--- src/rtl/mult_pkg.sv ---
// Purpose: shared helpers for the array multiplier family (pipeline depth calculation).
// Latency: n/a (constant functions only, no logic).
// Backpressure: n/a.
package mult_pkg;

   // Number of register ranks for a given width and rows-per-stage (ceiling division).
   function automatic int stages_f(input int width, input int rows);
      return (width + rows - 1) / rows;
   endfunction

endpackage

--- src/rtl/mult_row.sv ---
// Purpose: one row of the unsigned array multiplier; adds (x & {N{y_bit}}) << ROW into the running sum.
// Latency: purely combinational, a ripple chain of WIDTH full-adder cells.
// Backpressure: none; the enclosing pipeline owns flow control.
module mult_row
#(
   parameter int WIDTH = 8,
   parameter int ROW   = 0
) (
   input  logic [2*WIDTH-1:0] sum_in,
   input  logic [WIDTH-1:0]   x,
   input  logic               y_bit,
   output logic [2*WIDTH-1:0] sum_out
);

   logic [WIDTH:0]   carry;
   logic [WIDTH-1:0] cell_sum;

   assign carry[0] = 1'b0;

   for (genvar i = 0; i < WIDTH; i++) begin : g_cell
      logic pp;
      logic a;
      assign pp            = x[i] & y_bit;
      assign a             = sum_in[ROW+i];
      assign cell_sum[i]   = a ^ pp ^ carry[i];
      assign carry[i+1]    = (a & pp) | (a & carry[i]) | (pp & carry[i]);
   end

   // Bits below ROW pass through; bits above ROW+WIDTH are still zero at this row, so
   // the row carry-out simply lands in bit ROW+WIDTH.
   always_comb begin
      sum_out                  = sum_in;
      sum_out[ROW +: WIDTH]    = cell_sum;
      sum_out[ROW+WIDTH]       = carry[WIDTH];
   end

endmodule

--- src/rtl/array_mult_pipe.sv ---
// Purpose: pipelined unsigned array multiplier, ROWS_PER_STAGE rows per rank, tag carried alongside.
// Latency: STAGES cycles from accept edge to out_valid; one product per cycle sustained.
// Backpressure: whole pipe freezes (bubbles included) when out_valid & !out_ready; in_ready follows.
module array_mult_pipe
   import mult_pkg::*;
#(
   parameter int WIDTH          = 8,
   parameter int ROWS_PER_STAGE = 2,
   parameter int TAG_W          = 4
) (
   input  logic               clk,
   input  logic               rst,
   input  logic               in_valid,
   output logic               in_ready,
   input  logic [WIDTH-1:0]   in_x,
   input  logic [WIDTH-1:0]   in_y,
   input  logic [TAG_W-1:0]   in_tag,
   output logic               out_valid,
   input  logic               out_ready,
   output logic [2*WIDTH-1:0] out_p,
   output logic [TAG_W-1:0]   out_tag
);

   localparam int STAGES = stages_f(WIDTH, ROWS_PER_STAGE);
   localparam int PW     = 2 * WIDTH;

   logic             advance;

   // Rank registers.
   logic             vld_q [STAGES];
   logic [PW-1:0]    sum_q [STAGES];
   logic [WIDTH-1:0] x_q   [STAGES];
   logic [WIDTH-1:0] y_q   [STAGES];
   logic [TAG_W-1:0] tag_q [STAGES];

   // Next-state for each rank: stage inputs forwarded, sum computed by the stage rows.
   logic             vld_d [STAGES];
   logic [PW-1:0]    sum_d [STAGES];
   logic [WIDTH-1:0] x_d   [STAGES];
   logic [WIDTH-1:0] y_d   [STAGES];
   logic [TAG_W-1:0] tag_d [STAGES];

   for (genvar s = 0; s < STAGES; s++) begin : g_stage
      logic [PW-1:0] chain [ROWS_PER_STAGE+1];

      if (s == 0) begin : g_src
         assign vld_d[s] = in_valid;
         assign x_d[s]   = in_x;
         assign y_d[s]   = in_y;
         assign tag_d[s] = in_tag;
         assign chain[0] = '0;
      end else begin : g_src
         assign vld_d[s] = vld_q[s-1];
         assign x_d[s]   = x_q[s-1];
         assign y_d[s]   = y_q[s-1];
         assign tag_d[s] = tag_q[s-1];
         assign chain[0] = sum_q[s-1];
      end

      // The last stage may hold fewer rows when WIDTH is not a multiple of ROWS_PER_STAGE.
      for (genvar r = 0; r < ROWS_PER_STAGE; r++) begin : g_row
         if (s * ROWS_PER_STAGE + r < WIDTH) begin : g_cell
            mult_row #(
               .WIDTH (WIDTH),
               .ROW   (s * ROWS_PER_STAGE + r)
            ) u_row (
               .sum_in  (chain[r]),
               .x       (x_d[s]),
               .y_bit   (y_d[s][s*ROWS_PER_STAGE+r]),
               .sum_out (chain[r+1])
            );
         end else begin : g_pass
            assign chain[r+1] = chain[r];
         end
      end

      assign sum_d[s] = chain[ROWS_PER_STAGE];
   end

   assign out_valid = vld_q[STAGES-1];
   assign out_p     = sum_q[STAGES-1];
   assign out_tag   = tag_q[STAGES-1];
   assign advance   = !out_valid | out_ready;
   assign in_ready  = advance & !rst;

   // Operands in the final rank have no consumer downstream.
   logic unused_last_rank;
   assign unused_last_rank = ^{x_q[STAGES-1], y_q[STAGES-1]};

   // All ranks shift together on advance and hold together otherwise; reset empties the pipe.
   always_ff @(posedge clk) begin
      if (rst) begin
         for (int s = 0; s < STAGES; s++) begin
            vld_q[s] <= 1'b0;
            sum_q[s] <= '0;
            x_q[s]   <= '0;
            y_q[s]   <= '0;
            tag_q[s] <= '0;
         end
      end else if (advance) begin
         for (int s = 0; s < STAGES; s++) begin
            vld_q[s] <= vld_d[s];
            sum_q[s] <= sum_d[s];
            x_q[s]   <= x_d[s];
            y_q[s]   <= y_d[s];
            tag_q[s] <= tag_d[s];
         end
      end
   end

endmodule

--- config.mk ---
export PLATFORM = sky130hd
export DESIGN_NAME = array_mult_pipe
export DESIGN_NICKNAME = d
export VERILOG_FILES = /design/src/rtl/mult_pkg.sv /design/src/rtl/mult_row.sv /design/src/rtl/array_mult_pipe.sv
export SDC_FILE = /design/constraint.sdc
export NUM_CORES = 1
export LEC_CHECK = 0
export ABC_AREA = 1
export ABC_CLOCK_PERIOD_IN_PS = 6000
export BUFFER_PORTS_ARGS = -buffer_cell sky130_fd_sc_hd__buf_2
export CAP_MARGIN = 20
export CELL_PAD_IN_SITES_DETAIL_PLACEMENT = 2
export CELL_PAD_IN_SITES_GLOBAL_PLACEMENT = 2
export CORE_MARGIN = 5
export CORE_UTILIZATION = 40
export DETAILED_ROUTE_END_ITERATION = 8
export HOLD_SLACK_MARGIN = 0.05
export PLACE_DENSITY = 0.79
export SLEW_MARGIN = 10
export SYNTH_ARGS = -nofsm -noshare
export SYNTH_HDL_FRONTEND = slang
export SYNTH_SLANG_ARGS = --single-unit
--- constraint.sdc ---
create_clock -name clk -period 6 [get_ports clk]
set_clock_uncertainty 0.05 [all_clocks]
set_input_delay 1.8 -clock clk [delete_from_list [all_inputs] [get_ports clk]]
set_output_delay 1.8 -clock clk [all_outputs]
set_load 0.05 [all_outputs]
==> metrics.log, run 1 <==
[metrics] run status: finished clean
[metrics] Hold-fix buffers, CTS: 0
[metrics] clock edge transition at the registers on the reported setup and hold paths: 80 ps
[metrics] height of the die: 128.7 um
[metrics] clk buf depth: 2
[metrics] largest net degree at the start of global routing: 108
[metrics] RSZ-0062 raised after global routing: no
[metrics] DR vias/cell: 4.411
[metrics] Arr. time, crit path: 5210 ps
[metrics] count of nets after finishing: 623
[metrics] DRC violation total after the first TritonRoute iteration: 138
[metrics] # DRC: 0
[metrics] number of vias in the routed layout: 3,211
[metrics] Syn Area/Cell: 11.21 um^2
[metrics] area added between synthesis and finish: 12.50%
[metrics] proportion of total power due to net switching: 25.07%
[metrics] first-pass iteration count of the detailed router: 4
[metrics] Net Count, Synth: 583
[metrics] number of antenna violations at the first check in global routing: 0
[metrics] number of cells upsized or downsized after cts: 0
[metrics] Final ANT Viol Nets: 0
[metrics] Hold Path Cell Cnt: 2
[metrics] slew of the pin with the lowest slew margin: 1005 ps
[metrics] ratio of cells with drive above 1 in the final layout: 14.42%
[metrics] setup-violating endpoint count in the final report: 0
[metrics] crit-path max FO: 8
[metrics] post-placement worst setup slack: 424.2 ps
[metrics] number of global-route vias before repair: 3,736
[metrics] endpoint class of the critical path: flop
[metrics] Register-to-Register Path Depth: 14
[metrics] most common cell after layout, fill and taps aside: sky130_fd_sc_hd__inv_1
[metrics] number of rows created at floorplan: 43
[metrics] wire length of the first global-routing pass: 17,990 um
[metrics] placed instance area: 6017 um^2
[metrics] initial standard-cell utilization of the core: 40.77%
[metrics] setup repair bufs after CTS: 0
[metrics] internal power contribution: 1.265 mW
[metrics] fraction of the core area covered by cells at the end of the flow: 45.86%
[metrics] launch point of the worst hold path: sum_q[1][1]
[metrics] total of buffers placed on input and output ports: 45
[metrics] overall global routing resource usage: 14.05%
[metrics] worst slew margin relative to its limit: 32.97%
[metrics] aggregate routed wire length: 10,720 um
[metrics] Clock Power Share: 36.5%
[metrics] clock tree root buffer cell: sky130_fd_sc_hd__clkbuf_16
[metrics] Crit path required time: 6030 ps
[metrics] number of instances in the synthesized netlist: 503
[metrics] endpoint of the worst-slack reg-to-reg timing path: sum_q[2][12]
[metrics] post-synthesis cell type count: 14
[metrics] worst supply voltage drop on vdd: 0.1530 mV
[metrics] Worst Hold Margin: 501.6 ps
[metrics] proportion of power drawn by combinational gates: 10.1%
[metrics] number of clock buffers inserted by TritonCTS: 9
[metrics] setup slack after layout: 820.7 ps
[metrics] antenna fix cells: 0
[metrics] final critical-path required period: 5179 ps
[metrics] detailed-placement wirelength estimate: 7857 um
[metrics] R2R Setup Slk: 820 ps
[metrics] post-route cell area: 6341 um^2
[metrics] total number of H-tree levels: 3
[metrics] Sinks on Clock Net: 108
[metrics] number of synthesized register bits: 108
[metrics] end point of the most critical hold path: sum_q[2][1]
[metrics] Die W: 128.7 um
[metrics] Max Clk Rate: 193.1 MHz
[metrics] Tightest Hold Check Type: reg2reg
[metrics] Placed Cells incl. Taps: 711
[metrics] top library cells by usage in the layout, fill and taps aside: sky130_fd_sc_hd__inv_1 (142), sky130_fd_sc_hd__edfxtp_1 (108), sky130_fd_sc_hd__nor2_1 (99)
[metrics] source-to-sink clock delay at the later pin of the worst-skew pair: 360 ps
[metrics] per-cell routed wire length: 14.72 um
[metrics] critical path class: reg2reg
[metrics] Critical Path Source Type: flop
[metrics] gpl congestion: 0.7589
[metrics] standard cell core area: 13,830 um^2
[metrics] setup TNS: 0 ps
[metrics] Net Sw Power: 0.4235 mW
[metrics] fin crit share: 86.32%
[metrics] count of maximum capacitance violations: 0
[metrics] warning count from the yosys run: 0
[metrics] IO Count: 46
[metrics] Design Power: 1.689 mW
[metrics] Crit Reg-Reg Startpoint: y_q[0][12]
[metrics] max-slew violation total from the final report: 0
[metrics] netlist area before placement: 5637 um^2
[metrics] leak pwr: 2.715 nW
[metrics] power density of the placed cells: 266.3 nW/um^2
[metrics] clock tree from TritonCTS: done
[metrics] die outline area: 16,570 um^2
[metrics] residual overflow from global routing: 0
[metrics] non-filler cells in the finished layout: 728
[metrics] register area share after synthesis: 57.54%
[metrics] sequential power share: 53.5%
[metrics] count of final hold-check violations: 0
## routing by layer
metal,global-route usage (%),vias to the layer above,part of all wire [%]
met1,15.18,1606,38
met5,0,-,0
li1,-,1552,-
met3,2.283,17,2.3
met2,26.46,36,57
met4,6.794,0,2.5
## synth_stat cells
library cell	n	area, um^2
sky130_fd_sc_hd__buf_2	9	45.04
sky130_fd_sc_hd__buf_6	2	22.52
sky130_fd_sc_hd__clkbuf_1	8	30.03
sky130_fd_sc_hd__edfxtp_1	108	3243
sky130_fd_sc_hd__fa_1	48	960.9
sky130_fd_sc_hd__ha_1	8	100.1
sky130_fd_sc_hd__inv_1	142	533.0
sky130_fd_sc_hd__inv_2	3	11.26
sky130_fd_sc_hd__nand2_1	64	240.2
sky130_fd_sc_hd__nand2_2	1	6.260
sky130_fd_sc_hd__nand2_4	1	11.26
sky130_fd_sc_hd__nand3_1	1	5.000
sky130_fd_sc_hd__nor2_1	99	371.6
sky130_fd_sc_hd__nor2_2	9	56.30
## worst max-delay path: stages (launching register included)
cell                       delay (ps)
sky130_fd_sc_hd__edfxtp_1         500
sky130_fd_sc_hd__nand2_1           80
sky130_fd_sc_hd__inv_1             80
sky130_fd_sc_hd__ha_1             160
sky130_fd_sc_hd__inv_1             60
sky130_fd_sc_hd__fa_1             380
sky130_fd_sc_hd__fa_1             470
sky130_fd_sc_hd__fa_1             450
sky130_fd_sc_hd__fa_1             410
sky130_fd_sc_hd__fa_1             460
sky130_fd_sc_hd__fa_1             410
sky130_fd_sc_hd__fa_1             400
sky130_fd_sc_hd__fa_1             410
sky130_fd_sc_hd__fa_1             500
sky130_fd_sc_hd__nor2_1            60
## kinds of logic after synthesis
group / synth area share [%]
adder cells (fa/ha/maj): 18.82
buffers and inverters: 11.39
flip-flops: 57.54
AND/OR/NAND/NOR: 12.25
## area by class of cell
| cell class | count | area [um^2] |
|---|---|---|
| Clock inverter | 7 | 78.83 |
| Sequential cell | 108 | 3243 |
| Clock buffer | 9 | 225.2 |
| Tap cell | 180 | 225.2 |
| Timing Repair Buffer | 48 | 260.3 |
| Inverter | 145 | 544.3 |
| Fill cell | 1382 | 7486 |
| Multi-Input combinational cell | 231 | 1764 |
## sequential cells by signal, indices dropped and copies added (netlist names)
name	cells
x_q	24
sum_q	52
y_q	12
vld_q	4
tag_q	16
## power groups by stage
stage | sequential, mW | clock, mW | combinational (mW)
6_report | 0.903 | 0.616 | 0.170
5_1_grt | 0.909 | 0.670 | 0.195
4_1_cts | 0.904 | 0.640 | 0.176
3_5_place_dp | 0.921 | 0 | 0.175
3_3_place_gp | 0.917 | 0 | 0.157
2_1_floorplan | 0.934 | 0 | 0.106
## worst max path at each step
stage,startpoint,endpoint,cells after the start
global placement,in_y[1],sum_q[0][8],15
finish,y_q[0][12],sum_q[2][12],14
detailed placement,in_y[1],sum_q[0][8],15
floorplan,rst,sum_q[0][0],2
global route,y_q[0][12],sum_q[2][12],14
CTS,y_q[0][12],sum_q[2][12],14
Note: power is estimated with default switching activity, not from simulation.
==> inputs of run 2 (changes only) <==
Settings changed: BUFFER_PORTS_ARGS -buffer_cell sky130_fd_sc_hd__buf_2 to -buffer_cell sky130_fd_sc_hd__clkbuf_2.
==> run 2 against run 1 <==
Sequential share of layout area down 0.13 points. Sequential power about the same. Non-clock buffer count up 1. Largest power group unchanged. Highest routed layer unchanged. Critical endpoint is now sum_q[1][10]. Clock-buffer cell count up 1. Via count up 1.8%.
==> metrics.log, run 2 (synthesized netlist as in run 1, its figures left out) <==
[metrics] run status: finished clean
[metrics] antenna fix cells: 0
[metrics] setup repair bufs after CTS: 0
[metrics] leak pwr: 2.704 nW
[metrics] Crit path required time: 6060 ps
[metrics] number of flip-flops in the largest register: 52
[metrics] Final ANT Viol Nets: 0
[metrics] Hold-fix buffers, CTS: 0
[metrics] most common cell after layout, fill and taps aside: sky130_fd_sc_hd__inv_1
[metrics] non-filler cells in the finished layout: 729
[metrics] post-route cell area: 6357 um^2
[metrics] final critical-path required period: 5234 ps
[metrics] DRC violation total after the first TritonRoute iteration: 176
[metrics] die outline area: 16,570 um^2
[metrics] number of clock buffers inserted by TritonCTS: 9
[metrics] height of the die: 128.7 um
[metrics] slew of the pin with the lowest slew margin: 476.3 ps
[metrics] clock edge transition at the registers on the reported setup and hold paths: 80 ps
[metrics] detailed-placement wirelength estimate: 8379 um
[metrics] ratio of cells with drive above 1 in the final layout: 14.39%
[metrics] RSZ-0062 raised after global routing: no
[metrics] clock tree root buffer cell: sky130_fd_sc_hd__clkbuf_16
[metrics] first-pass iteration count of the detailed router: 4
[metrics] source-to-sink clock delay at the later pin of the worst-skew pair: 360 ps
[metrics] Sinks on Clock Net: 108
[metrics] worst slew margin relative to its limit: 68.25%
[metrics] footprint of the multi-input gates: 1764 um^2
[metrics] count of maximum capacitance violations: 0
[metrics] max-slew violation total from the final report: 0
[metrics] largest net degree at the start of global routing: 108
[metrics] DR vias/cell: 4.484
[metrics] per-cell routed wire length: 15.75 um
[metrics] fin crit share: 87.24%
[metrics] residual overflow from global routing: 0
[metrics] Max Clk Rate: 191.1 MHz
[metrics] power density of the placed cells: 264.0 nW/um^2
[metrics] Largest Register: sum_q
[metrics] area added between synthesis and finish: 12.79%
[metrics] wire length of the first global-routing pass: 19,020 um
[metrics] standard cell core area: 13,830 um^2
[metrics] number of antenna violations at the first check in global routing: 0
[metrics] aggregate routed wire length: 11,480 um
[metrics] Placed Cells incl. Taps: 711
[metrics] total of buffers placed on input and output ports: 45
[metrics] setup TNS: 0 ps
[metrics] Die W: 128.7 um
[metrics] clock tree from TritonCTS: done
[metrics] placed instance area: 6017 um^2
[metrics] number of global-route vias before repair: 3,892
[metrics] IO Count: 46
[metrics] number of vias in the routed layout: 3,269
[metrics] number of rows created at floorplan: 43
[metrics] # DRC: 0
[metrics] Tightest Hold Check Type: reg2reg
[metrics] fill cell total of the finished layout: 1,420
[metrics] clk buf depth: 2
[metrics] top library cells by usage in the layout, fill and taps aside: sky130_fd_sc_hd__inv_1 (142), sky130_fd_sc_hd__edfxtp_1 (108), sky130_fd_sc_hd__nor2_1 (99)
[metrics] endpoint class of the critical path: flop
[metrics] combined flip-flop and latch cell area: 3243 um^2
[metrics] total number of H-tree levels: 3
[metrics] Critical Path Source Type: flop
[metrics] count of nets after finishing: 624
[metrics] worst supply voltage drop on vdd: 0.1413 mV
[metrics] gpl congestion: 0.7642
[metrics] setup-violating endpoint count in the final report: 0
[metrics] critical path class: reg2reg
[metrics] largest registers: sum_q x52, x_q x24, tag_q x16
[metrics] Arr. time, crit path: 5300 ps
[metrics] count of final hold-check violations: 0
[metrics] crit-path max FO: 8
[metrics] number of cells upsized or downsized after cts: 0
[metrics] overall global routing resource usage: 15.17%
[metrics] initial standard-cell utilization of the core: 40.77%
==> run 2: changes by cell type in the layout (fill, tap and decap cells not counted) <==
cell                         delta
sky130_fd_sc_hd__buf_2         -45
sky130_fd_sc_hd__clkbuf_2      +45
sky130_fd_sc_hd__inv_6          -3
sky130_fd_sc_hd__clkinvlp_4     +2
sky130_fd_sc_hd__buf_16         +1
sky130_fd_sc_hd__clkbuf_1       +1
sky130_fd_sc_hd__clkinv_2       +1
sky130_fd_sc_hd__clkinv_4       -1
==> run 2: report_power, final <==
part / internal [mW] / total, mW / switching [mW] / leakage [nW]
clock network: 0.324 / 0.598 / 0.274 / 0.139
registers: 0.879 / 0.904 / 0.0250 / 1.29
logic: 0.0581 / 0.176 / 0.118 / 1.27
total: 1.26 / 1.68 / 0.417 / 2.70
==> run 2: worst max-delay path, cell delays in order (launching register included) <==
cell and delay, ps:
sky130_fd_sc_hd__edfxtp_1 550, sky130_fd_sc_hd__nand2_1 100, sky130_fd_sc_hd__inv_1 80, sky130_fd_sc_hd__ha_1 140, sky130_fd_sc_hd__inv_1 50, sky130_fd_sc_hd__fa_1 370, sky130_fd_sc_hd__fa_1 410, sky130_fd_sc_hd__fa_1 430
sky130_fd_sc_hd__fa_1 500, sky130_fd_sc_hd__fa_1 500, sky130_fd_sc_hd__fa_1 440, sky130_fd_sc_hd__fa_1 410, sky130_fd_sc_hd__fa_1 400, sky130_fd_sc_hd__fa_1 520, sky130_fd_sc_hd__nor2_2 40
==> run 2: area by class of cell <==
| type | count | area share, % |
|---|---|---|
| multi-input combinational | 231 | 27.75 |
| inverter | 145 | 8.561 |
| clock buffer | 10 | 3.602 |
| sequential | 108 | 51.01 |
| clock inverter | 6 | 1.004 |
| timing repair buffer | 49 | 4.527 |
| tap | 180 | 3.543 |
==> run 2: worst paths after layout <==
kind / from / end / slack [ps] / cells past startpoint
setup / recovery: y_q[0][2] / sum_q[1][10] / 770 / 14
hold / removal: y_q[0][4] / y_q[0][12] / 500 / 2
setup reg to reg: y_q[0][2] / sum_q[1][10] / 770 / 14
hold reg to reg: y_q[0][4] / y_q[0][12] / 500 / 2
==> run 2: routing by layer <==
| layer | up-vias | global-route usage [%] | share of wire (%) |
|---|---|---|---|
| met5 | - | 0 | 0 |
| met4 | 0 | 5.188 | 1.8 |
| met3 | 14 | 3.736 | 2.8 |
| met2 | 38 | 29.66 | 58 |
| met1 | 1664 | 15.52 | 37 |
| li1 | 1553 | - | - |
==> run 2: metrics by stage <==
stage / power (mW) / worst slack (ps) / hold WS [ps] / util [%]
CTS: 1.705 / 721.8 / 510.1 / 45.63
finish: 1.679 / 765.8 / 504.7 / 45.98
global route: 1.761 / 631.5 / 541.6 / 45.98
global placement: 1.073 / 644.6 / 473.4 / 43.52
floorplan: 1.040 / 413.8 / 469.1 / -
detailed placement: 1.100 / 473.3 / 494.5 / 43.52
==> inputs of run 3 (changes only) <==
Settings changed: ABC_CLOCK_PERIOD_IN_PS 6000 to 5000.
Clock period 6 ns to 5 ns, I/O delays scaled along.
==> run 3 against run 2 <==
Clock power increased by 29%. Via count up 0.83%. Worst hold slack gained 2.1 ps. Register-to-register slack got worse by 650 ps. Fmax is 7.1% higher. Highest routed layer unchanged. Largest power group unchanged.
==> metrics.log, run 3 (synthesized netlist as in run 1, its figures left out) <==
[metrics] number of antenna violations at the first check in global routing: 0
[metrics] worst supply voltage drop on vdd: 0.1570 mV
[metrics] number of flip-flops in the largest register: 52
[metrics] largest net degree at the start of global routing: 109
[metrics] final critical-path required period: 4887 ps
[metrics] aggregate routed wire length: 11,850 um
[metrics] largest registers: sum_q x52, x_q x24, tag_q x16
[metrics] run status: finished clean
[metrics] cell repeated most along the worst path: sky130_fd_sc_hd__fa_1
[metrics] Final ANT Viol Nets: 0
[metrics] first-pass iteration count of the detailed router: 4
[metrics] critical path class: reg2reg
[metrics] setup TNS: 0 ps
[metrics] placed instance area: 6070 um^2
[metrics] RSZ-0062 raised after global routing: yes
[metrics] number of vias in the routed layout: 3,296
[metrics] R2R Setup Slk: 110 ps
[metrics] endpoint of the worst-slack reg-to-reg timing path: sum_q[2][12]
[metrics] fin crit share: 97.74%
[metrics] # DRC: 0
[metrics] number of global-route vias before repair: 4,012
[metrics] non-filler cells in the finished layout: 737
[metrics] Arr. time, crit path: 4910 ps
[metrics] leak pwr: 2.755 nW
[metrics] ratio of cells with drive above 1 in the final layout: 17.77%
[metrics] family with the most delay on the worst path: adder cells
[metrics] Largest Register: sum_q
[metrics] Register-to-Register Path Depth: 14
[metrics] die outline area: 16,570 um^2
[metrics] post-placement worst setup slack: -138.4 ps
[metrics] worst-path cell with the longest stage delay: sky130_fd_sc_hd__fa_1
[metrics] Design Power: 2.072 mW
[metrics] area added between synthesis and finish: 14.47%
[metrics] worst slew margin relative to its limit: 35.66%
[metrics] count of maximum capacitance violations: 0
[metrics] fraction of the core area covered by cells at the end of the flow: 46.67%
[metrics] startpoint of the worst setup timing path: x_q[0][8]
[metrics] cell chain of the critical path: nand2_1 > inv_1 > ha_1 > inv_1 > fa_1 > fa_2 > fa_1 > fa_1 > fa_1 > fa_1 > fa_1 > fa_1 > fa_1 > nor2_1
[metrics] DRC violation total after the first TritonRoute iteration: 128
[metrics] most common cell after layout, fill and taps aside: sky130_fd_sc_hd__inv_1
[metrics] power density of the placed cells: 321.1 nW/um^2
[metrics] Die W: 128.7 um
[metrics] buffers and inverters on the worst path: 2
[metrics] post-route cell area: 6452 um^2
[metrics] Crit path required time: 5030 ps
[metrics] Hold-fix buffers, CTS: 0
[metrics] height of the die: 128.7 um
[metrics] initial standard-cell utilization of the core: 40.77%
[metrics] antenna fix cells: 0
[metrics] setup slack after layout: 113.0 ps
[metrics] total of buffers placed on input and output ports: 45
[metrics] count of final hold-check violations: 0
[metrics] Tightest Hold Check Type: reg2reg
[metrics] detailed-placement wirelength estimate: 8821 um
[metrics] clk buf depth: 2
[metrics] count of nets after finishing: 632
[metrics] Crit Reg-Reg Startpoint: x_q[0][8]
[metrics] endpoint class of the critical path: flop
[metrics] Placed Cells incl. Taps: 718
[metrics] Critical Path Source Type: flop
[metrics] wire length of the first global-routing pass: 19,930 um
[metrics] Max Clk Rate: 204.6 MHz
[metrics] standard cell core area: 13,830 um^2
[metrics] per-cell routed wire length: 16.08 um
[metrics] DR vias/cell: 4.472
[metrics] crit-path max FO: 2
[metrics] source-to-sink clock delay at the later pin of the worst-skew pair: 350 ps
[metrics] residual overflow from global routing: 0
[metrics] gpl congestion: 0.7801
[metrics] total number of H-tree levels: 3
[metrics] overall global routing resource usage: 15.72%
[metrics] setup-violating endpoint count in the final report: 0
[metrics] Worst Hold Margin: 506.8 ps
[metrics] longest individual stage delay on the worst path: 490 ps
[metrics] Sinks on Clock Net: 108
[metrics] number of rows created at floorplan: 43
[metrics] clock tree root buffer cell: sky130_fd_sc_hd__clkbuf_16
[metrics] clock edge transition at the registers on the reported setup and hold paths: 70 ps
[metrics] top library cells by usage in the layout, fill and taps aside: sky130_fd_sc_hd__inv_1 (142), sky130_fd_sc_hd__edfxtp_1 (108), sky130_fd_sc_hd__nor2_1 (99)
[metrics] Levels on crit path: 14
[metrics] number of clock buffers inserted by TritonCTS: 9
[metrics] clock tree from TritonCTS: done
[metrics] max-slew violation total from the final report: 0
[metrics] slew of the pin with the lowest slew margin: 965.1 ps
[metrics] IO Count: 46
[metrics] crit path to: sum_q[2][12]
==> run 3: final cells by class <==
cell class / count / area [um^2]
fill: 1378 / 7375
multi-input combinational: 231 / 1794
sequential: 108 / 3243
timing repair buffer: 57 / 327.8
clock inverter: 6 / 88.84
inverter: 145 / 544.3
clock buffer: 10 / 229.0
tap: 180 / 225.2
==> run 3: layer usage <==
layer | track usage, % | up-vias | share of wire (%)
li1 | - | 1565 | -
met1 | 16.61 | 1673 | 37
met2 | 30.58 | 40 | 58
met3 | 2.906 | 18 | 2.6
met4 | 5.991 | 0 | 2.3
met5 | 0 | - | 0
==> run 3: how the worst min path moves through the flow <==
stage | from | to | slack [ps] | cells after the start
floorplan | tag_q[0][0] | tag_q[1][0] | 470 | 2
global placement | vld_q[1] | vld_q[2] | 470 | 2
detailed placement | sum_q[0][0] | sum_q[1][0] | 490 | 2
CTS | sum_q[0][1] | sum_q[1][1] | 510 | 2
global route | tag_q[1][2] | tag_q[2][2] | 530 | 2
finish | tag_q[1][1] | tag_q[2][1] | 510 | 2
==> run 3: report_power, final <==
group | leakage [nW] | switching (mW) | internal (mW)
Sequential | 1.29 | 0.0291 | 1.06
Combinational | 1.31 | 0.144 | 0.0737
Clock | 0.149 | 0.330 | 0.439
Total | 2.76 | 0.503 | 1.57
==> run 3: worst register-to-register path, stage by stage, from the launching register on <==
cell and delay (ps):
sky130_fd_sc_hd__edfxtp_1 380, sky130_fd_sc_hd__nand2_1 70, sky130_fd_sc_hd__inv_1 60, sky130_fd_sc_hd__ha_1 140, sky130_fd_sc_hd__inv_1 50, sky130_fd_sc_hd__fa_1 400, sky130_fd_sc_hd__fa_2 360, sky130_fd_sc_hd__fa_1 380
sky130_fd_sc_hd__fa_1 400, sky130_fd_sc_hd__fa_1 490, sky130_fd_sc_hd__fa_1 480, sky130_fd_sc_hd__fa_1 400, sky130_fd_sc_hd__fa_1 400, sky130_fd_sc_hd__fa_1 490, sky130_fd_sc_hd__nor2_1 60
==> run 3: what timing repair did <==
action,in CTS,in global routing
pin swaps,0,3
gates resized for setup,3,9
setup endpoints to repair,3,3
setup buffers,1,1
